<file path="config.mk">
export PLATFORM = sky130hd
export DESIGN_NAME = rate_limit_sched
export DESIGN_NICKNAME = d
export VERILOG_FILES = /design/src/rtl/rate_limit_sched.sv
export SDC_FILE = /design/constraint.sdc
export NUM_CORES = 1
export LEC_CHECK = 0
export BUFFER_PORTS_ARGS = -buffer_cell sky130_fd_sc_hd__buf_4
export CAP_MARGIN = 20
export CORE_MARGIN = 3
export CORE_UTILIZATION = 60
export DETAILED_ROUTE_END_ITERATION = 6
export PLACE_DENSITY = 0.84
export SLEW_MARGIN = 20
export SYNTH_ARGS = -nofsm -noshare
export SYNTH_HDL_FRONTEND = slang
export SYNTH_SLANG_ARGS = --single-unit
export TNS_END_PERCENT = 50
</file>
<file path="constraint.sdc">
create_clock -name clk -period 12.15 [get_ports clk]
set_input_delay 0.6075 -clock clk [delete_from_list [all_inputs] [get_ports clk]]
set_output_delay 0.6075 -clock clk [all_outputs]
set_load 0.01 [all_outputs]
</file>
<file path="src/rtl/rate_limit_sched.sv">
`default_nettype none
// ============================================================================
// Module  : rate_limit_sched
// Brief   : Token-bucket round-robin scheduler for one rate-limited egress slot.
// Revision: 1.0
// ============================================================================
module rate_limit_sched #(
  parameter int R          = 4,
  parameter int CW         = 5,
  parameter int DEF_PERIOD = 15,
  parameter int DEF_INC    = 13,
  parameter int DEF_MAX    = 16
) (
  input  logic          clk,
  input  logic          rst_n,
  input  logic          en,
  input  logic [R-1:0]  req,
  input  logic          out_ready,
  output logic [R-1:0]  gnt,
  input  logic          cfg_vld,
  input  logic [CW-1:0] cfg_period,
  input  logic [CW-1:0] cfg_inc,
  input  logic [CW-1:0] cfg_max,
  output logic          cfg_err_r,
  output logic [CW-1:0] credit_r,
  output logic          running_r
);

  localparam int c_PW = (R > 1) ? $clog2(R) : 1;

  typedef enum logic [0:0] {
    c_OFF = 1'b0,
    c_RUN = 1'b1
  } state_t;

  state_t          r_state;
  state_t          w_state_nxt;
  logic [CW-1:0]   r_cnt;
  logic [c_PW-1:0] r_ptr;
  logic [CW-1:0]   r_period;
  logic [CW-1:0]   r_inc;
  logic [CW-1:0]   r_max;

  logic            w_run;
  logic            w_cfg_ok;
  logic            w_cfg_err;
  logic            w_g;
  logic            w_found;
  logic [c_PW-1:0] w_win_idx;
  logic [c_PW-1:0] w_ptr_nxt;
  logic            w_refill;
  logic [CW:0]     w_sum;
  logic [CW-1:0]   w_credit_nxt;

  function automatic logic [c_PW-1:0] wrap_idx(input logic [c_PW-1:0] base, input int off);
    int s;
    s = int'(base) + off;
    if (s >= R) s = s - R;
    return c_PW'(s);
  endfunction

  assign w_run     = (r_state == c_RUN);
  assign running_r = w_run;

  // A write on the OFF->RUN edge still counts as an OFF write.
  assign w_cfg_ok  = cfg_vld && (r_state == c_OFF) && (cfg_period != '0) && (cfg_max != '0);
  assign w_cfg_err = cfg_vld && !w_cfg_ok;

  assign w_g = w_run && (|req) && out_ready && (credit_r != '0);

  always_comb begin
    w_found   = 1'b0;
    w_win_idx = '0;
    for (int i = 0; i < R; i++) begin
      if (!w_found && req[wrap_idx(r_ptr, i)]) begin
        w_found   = 1'b1;
        w_win_idx = wrap_idx(r_ptr, i);
      end
    end
  end

  always_comb begin
    gnt = '0;
    if (w_g) gnt[w_win_idx] = 1'b1;
  end

  assign w_ptr_nxt = (w_win_idx == c_PW'(R - 1)) ? '0 : w_win_idx + 1'b1;

  assign w_refill = (r_cnt == r_period - 1'b1);

  // Grant and refill are netted in CW+1 bits before saturating at max.
  assign w_sum = {1'b0, credit_r} - {{CW{1'b0}}, w_g}
               + (w_refill ? {1'b0, r_inc} : {(CW+1){1'b0}});
  assign w_credit_nxt = (w_sum > {1'b0, r_max}) ? r_max : w_sum[CW-1:0];

  always_ff @(posedge clk or negedge rst_n) begin
    if (!rst_n) r_state <= c_OFF;
    else        r_state <= w_state_nxt;
  end

  always_comb begin
    w_state_nxt = r_state;
    case (r_state)
      c_OFF:   if (en)  w_state_nxt = c_RUN;
      c_RUN:   if (!en) w_state_nxt = c_OFF;
      default: w_state_nxt = c_OFF;
    endcase
  end

  always_ff @(posedge clk or negedge rst_n) begin
    if (!rst_n) begin
      credit_r  <= CW'(DEF_MAX);
      r_cnt     <= '0;
      r_ptr     <= '0;
      r_period  <= CW'(DEF_PERIOD);
      r_inc     <= CW'(DEF_INC);
      r_max     <= CW'(DEF_MAX);
      cfg_err_r <= 1'b0;
    end else begin
      cfg_err_r <= w_cfg_err;
      if (w_cfg_ok) begin
        r_period <= cfg_period;
        r_inc    <= cfg_inc;
        r_max    <= cfg_max;
      end
      if (!w_run) begin
        if (en) begin
          credit_r <= w_cfg_ok ? cfg_max : r_max;
          r_cnt    <= '0;
        end
      end else begin
        r_cnt    <= w_refill ? '0 : r_cnt + 1'b1;
        credit_r <= w_credit_nxt;
        if (w_g) r_ptr <= w_ptr_nxt;
      end
    end
  end

endmodule
`default_nettype wire

</file>
==> results.md <==
- The largest family of logic cells by synthesized area is simple AND/OR/NAND/NOR gates.
- The number of violations reported at the end of detailed-routing iteration 0 is 90.
- The startpoint kind of the worst setup timing path is a flip-flop.
- The cell at the root of the clock tree is sky130_fd_sc_hd__clkbuf_4.
- The signal on the critical path passes through inv_1 -> ha_1 -> nor3b_1 -> xnor2_1 -> nor4_4 -> nand2_1 -> ha_1 -> inv_1 -> ha_1 -> inv_1 -> fa_1 -> nor2b_1 -> o21a_1 -> nor2_1 -> xnor2_1 -> ha_1 -> and3_1 -> a211oi_1 -> a32o_1 -> a211oi_1 -> a311o_1.
- Of the total synthesized cell area, the portion taken by XOR and XNOR cells is 7.17%.
- The run finished with clean final reports.
- The pin count of the biggest net entering global routing is 30.
- The clock tree from TritonCTS is built.
- The setup TNS after final layout is 0 ps.
- The first-pass iteration count of the detailed router is 4.
- For this run, the register share of the synthesized area comes to 35.8%.
- The cell depth of the worst flop-to-flop path is 21.
- The shortest period the worst path allows is 4710 ps.
- The standard cell core area is 3150 um2.
- In this run the power density over the cells is 242 nW/um2.
- The number of setup buffers added after CTS is 0.
- The row count is 20.
- Yosys attributes the largest share of cell area to sky130_fd_sc_hd__dfrtp_1 (24%), sky130_fd_sc_hd__ha_1 (13%), sky130_fd_sc_hd__dfstp_2 (11%).
- The die is 64.6 um tall.
- The storage element area is between 700 and 800 um2.
- The number of pins exceeding their max-slew limit in the final report is 0.
- At the end of routability-driven placement, the weighted congestion stood at 0.948.
- Once routing completed, OpenROAD measured the worst setup slack at 7440 ps.
- Synthesis produced a netlist whose cell count is 222.
- Among all flip-flop cells after synthesis, the most frequent one is sky130_fd_sc_hd__dfrtp_1.
- The kind of critical path is reg -> reg.
- The count of pins on the block boundary is 35.
- The multi-input logic area is 1210 um2.
- The area overhead of the layout relative to synthesis is 18.7%.
- Setup repair after global routing left no endpoint under its margin.
- Summing all non-filler instances in the final layout gives an area of 2440 um2.
- In this run the cell area of the synthesized design comes to 2060 um2.
- Of the available clock period, the critical path in the final layout requires around two fifths.
- The critical path runs through a total of 21 cells.
- The number of antenna violations at the first check in global routing is 0.
- The count of hold buffers inserted by post-cts repair is 0.
- For this run, design rule violations remaining after detail routing come to 0.
- The number of gates resized after CTS was 0.
- In this run the worst hold path is classified as in -> async.
- Data on the critical path is required at its endpoint by 12400 ps.
- The number of failing setup endpoints in the final timing report is 0.
- The number of hold-slack violations in the final timing report is 0.
- For this configuration, the core starts out at a cell density of 65.3%.
- 0 antenna diodes ended up in the layout.
- At the pin with the least slew margin, the transition time is 578 ps.
- Measured against the total synthesized area, the mux share comes to 4.38%.
- The synthesized design contains 0 enable-type register cells.
- The critical-path maximum fanout is 8.
- The post-placement setup slack is 7500 ps.
- The clock passes through at most 2 buffers.
- By count the netlist is led by sky130_fd_sc_hd__inv_1 (26), sky130_fd_sc_hd__nand2_1 (24), sky130_fd_sc_hd__ha_1 (21).
- The max-slew headroom at the worst pin is 61.5%.
- For this block, the via count after detailed routing is between 1500 and 2000.
- The count of buffers added on input and output ports is 34.
- The cell type of the slowest stage on the worst timing path is sky130_fd_sc_hd__dfstp_2.
- The distinct cell type count of the synthesized netlist is 45.
- The total routing usage reported by global routing is between 20% and 30%.
- After detailed routing, the number of vias per cell comes to 5.64.
- The deepest level of the CTS H-tree is 2.
- The via count of the first global-routing pass is around 1600.
- STA puts the critical path data arrival time at 4960 ps.
- In this run the static leakage power is 1.15 nW.
- The fraction of registers with async set or reset after synthesis is 100%.
- The synthesized design spends more area on one cell type than any other, namely sky130_fd_sc_hd__dfrtp_1.
- The count of nets after finishing is 306.
- Cells fill between 70 and 80% of the core in the end.
- The synthesized design contains 29 register bits.
- The worst setup path is captured at a flip-flop.
- After synthesis, the mean cell area works out to approximately 9.3 um2.
- The first global-routing pass estimated 7270 um of wire.
- The clock-pin slew reported for the worst setup and hold paths after clock tree synthesis is 90 ps.
- For this run, the top clock speed supported by timing is ~0.21 GHz.
- The number of buffer and inverter instances along the worst setup path is 3.
- The floorplan die area is 4170 um2.
- Dividing the detail-routed wire length by the instance count gives 14.1 um.
- Clock skew on the completed layout was measured at 10.5 ps.
- When the netlist entered floorplanning its net count stood at 268.
- For the worst-skew pair, the clock arrives at the later sink with an insertion delay of 330 ps.
- VDD sags by at most 147 uV.
- The synthesized netlist devotes 18.2% of its cell area to simple gates.
- Summed over all nets, the half-perimeter wirelength after detailed placement is 3510 um.
- The cell with the most instances after synthesis is sky130_fd_sc_hd__inv_1.
- Wires add up to 4300 um.
- The filler cells instantiated in the layout total approximately 250.
- The area share of the largest cell type after synthesis is about a quarter.
- In this run, CTS created clock tree buffers numbering 5.
- The tree built by TritonCTS fans out to 29 sinks.
- The kind of cell with the highest combined delay along the critical path is adder cells.
- The most prevalent standard cell on the critical path is sky130_fd_sc_hd__ha_1.
- The overflow left after global routing is 0.
- Once detail routing completed, the nets flagged for antenna violations numbered 0.
- The number of maximum-capacitance constraint violations is 0.
- Summing all placed instances gives a cell area of between 2000 and 2500 um2.
- Yosys printed 0 warnings.
- The share of final-layout standard cells stronger than drive strength 1 is 24.9%.
- On the worst path, the slowest cell contributes a delay of 560 ps.
- Summing the areas of all compound-gate instances in the mapped netlist gives 15.4% of the synthesized area.
- The die is 64.6 um wide.
- Of the total synthesized cell area, the portion taken by full adders, half adders and majority gates is 13.7%.
## final timing paths
kind	end	slack [ps]	start
setup / recovery	credit_r[4]	7440	r_period[0]
hold / removal	r_cnt[2]	190	rst_n
setup reg to reg	credit_r[4]	7440	r_period[0]
hold reg to reg	r_period[2]	520	r_period[2]
max in group asynchronous	credit_r[4]	11650	rst_n
min in group clk	r_period[2]	490	cfg_period[2]
## kinds of logic (layout without fill, tap and decap cells)
kind of cell,count (synthesis),in the layout
XOR/XNOR,16,16
AND/OR/NAND/NOR,73,73
AO/OA/AOI/OAI,45,45
multiplexers,8,8
adder cells (fa/ha/maj),22,22
buffers and inverters,29,68
flip-flops,29,29
## layout make-up
class                           count  share of cell area, %
Tap cell                           44                   2.25
Inverter                           26                   4.00
Clock inverter                      1                   1.23
Clock buffer                        7                   2.25
Timing Repair Buffer               34                   10.5
Sequential cell                    29                   30.2
Multi-Input combinational cell    164                   49.6
## where the power goes
part | internal [W] | switching [W]
registers | 0.000125 | 0.0000277
logic | 0.000159 | 0.000196
clock network | 0.0000491 | 0.0000325
total | 0.000334 | 0.000257
## sequential cells by signal (all words and copies together), names as in the netlist
register   count
credit_r       5
r_cnt          5
r_inc          5
r_max          5
r_period       5
r_ptr          2
cfg_err_r      1
running_r      1
## metrics by stage
stage / total power, W / std cells / hold slack (ps)
3_3_place_gp: 0.000496 / 297 / 493
2_1_floorplan: 0.000412 / 222 / 312
6_report: 0.000590 / 305 / 188
4_1_cts: 0.000586 / 305 / 190
5_1_grt: 0.000640 / 305 / 193
3_5_place_dp: 0.000502 / 297 / 504
## layout by cell type, fill, tap and decap left out, drive strengths merged, types with 2 or more instances in the layout
cell type,count
a21oi,6
nand2b,3
ha,21
mux2,8
a311o,3
dfstp,9
or4,2
nor2b,4
a211oi,3
o21ai,17
nand3,9
nor2,13
nand4,2
xnor2,11
inv,26
xor2,5
o311ai,2
clkbuf,7
buf,34
and2,6
a31oi,3
o21a,2
dfrtp,20
nand2,24
nor3,3
nor4,2
and3,4
## worst reg2reg max path, delay by kind of cell, from the launching register on
kind / cells / cell delay [ps]
xor gates and xnor gates: 2 / 340
buffers and inverters: 3 / 180
adders and majority gates: 5 / 1330
DFF: 1 / 560
and+or+nand+nor: 6 / 1100
AOI/OAI and AO/OA: 5 / 1130
## per-layer routing
| metal | global-route usage, % | wire, um | up-vias |
|---|---|---|---|
| met5 | 0 | 0 | - |
| met3 | 6.07 | 329 | 6 |
| met2 | 35.4 | 1930 | 66 |
| met4 | 7.12 | 59 | 0 |
| li1 | - | - | 851 |
| met1 | 30.2 | 1990 | 798 |
No activity file was read; power rests on OpenSTA's default activity.
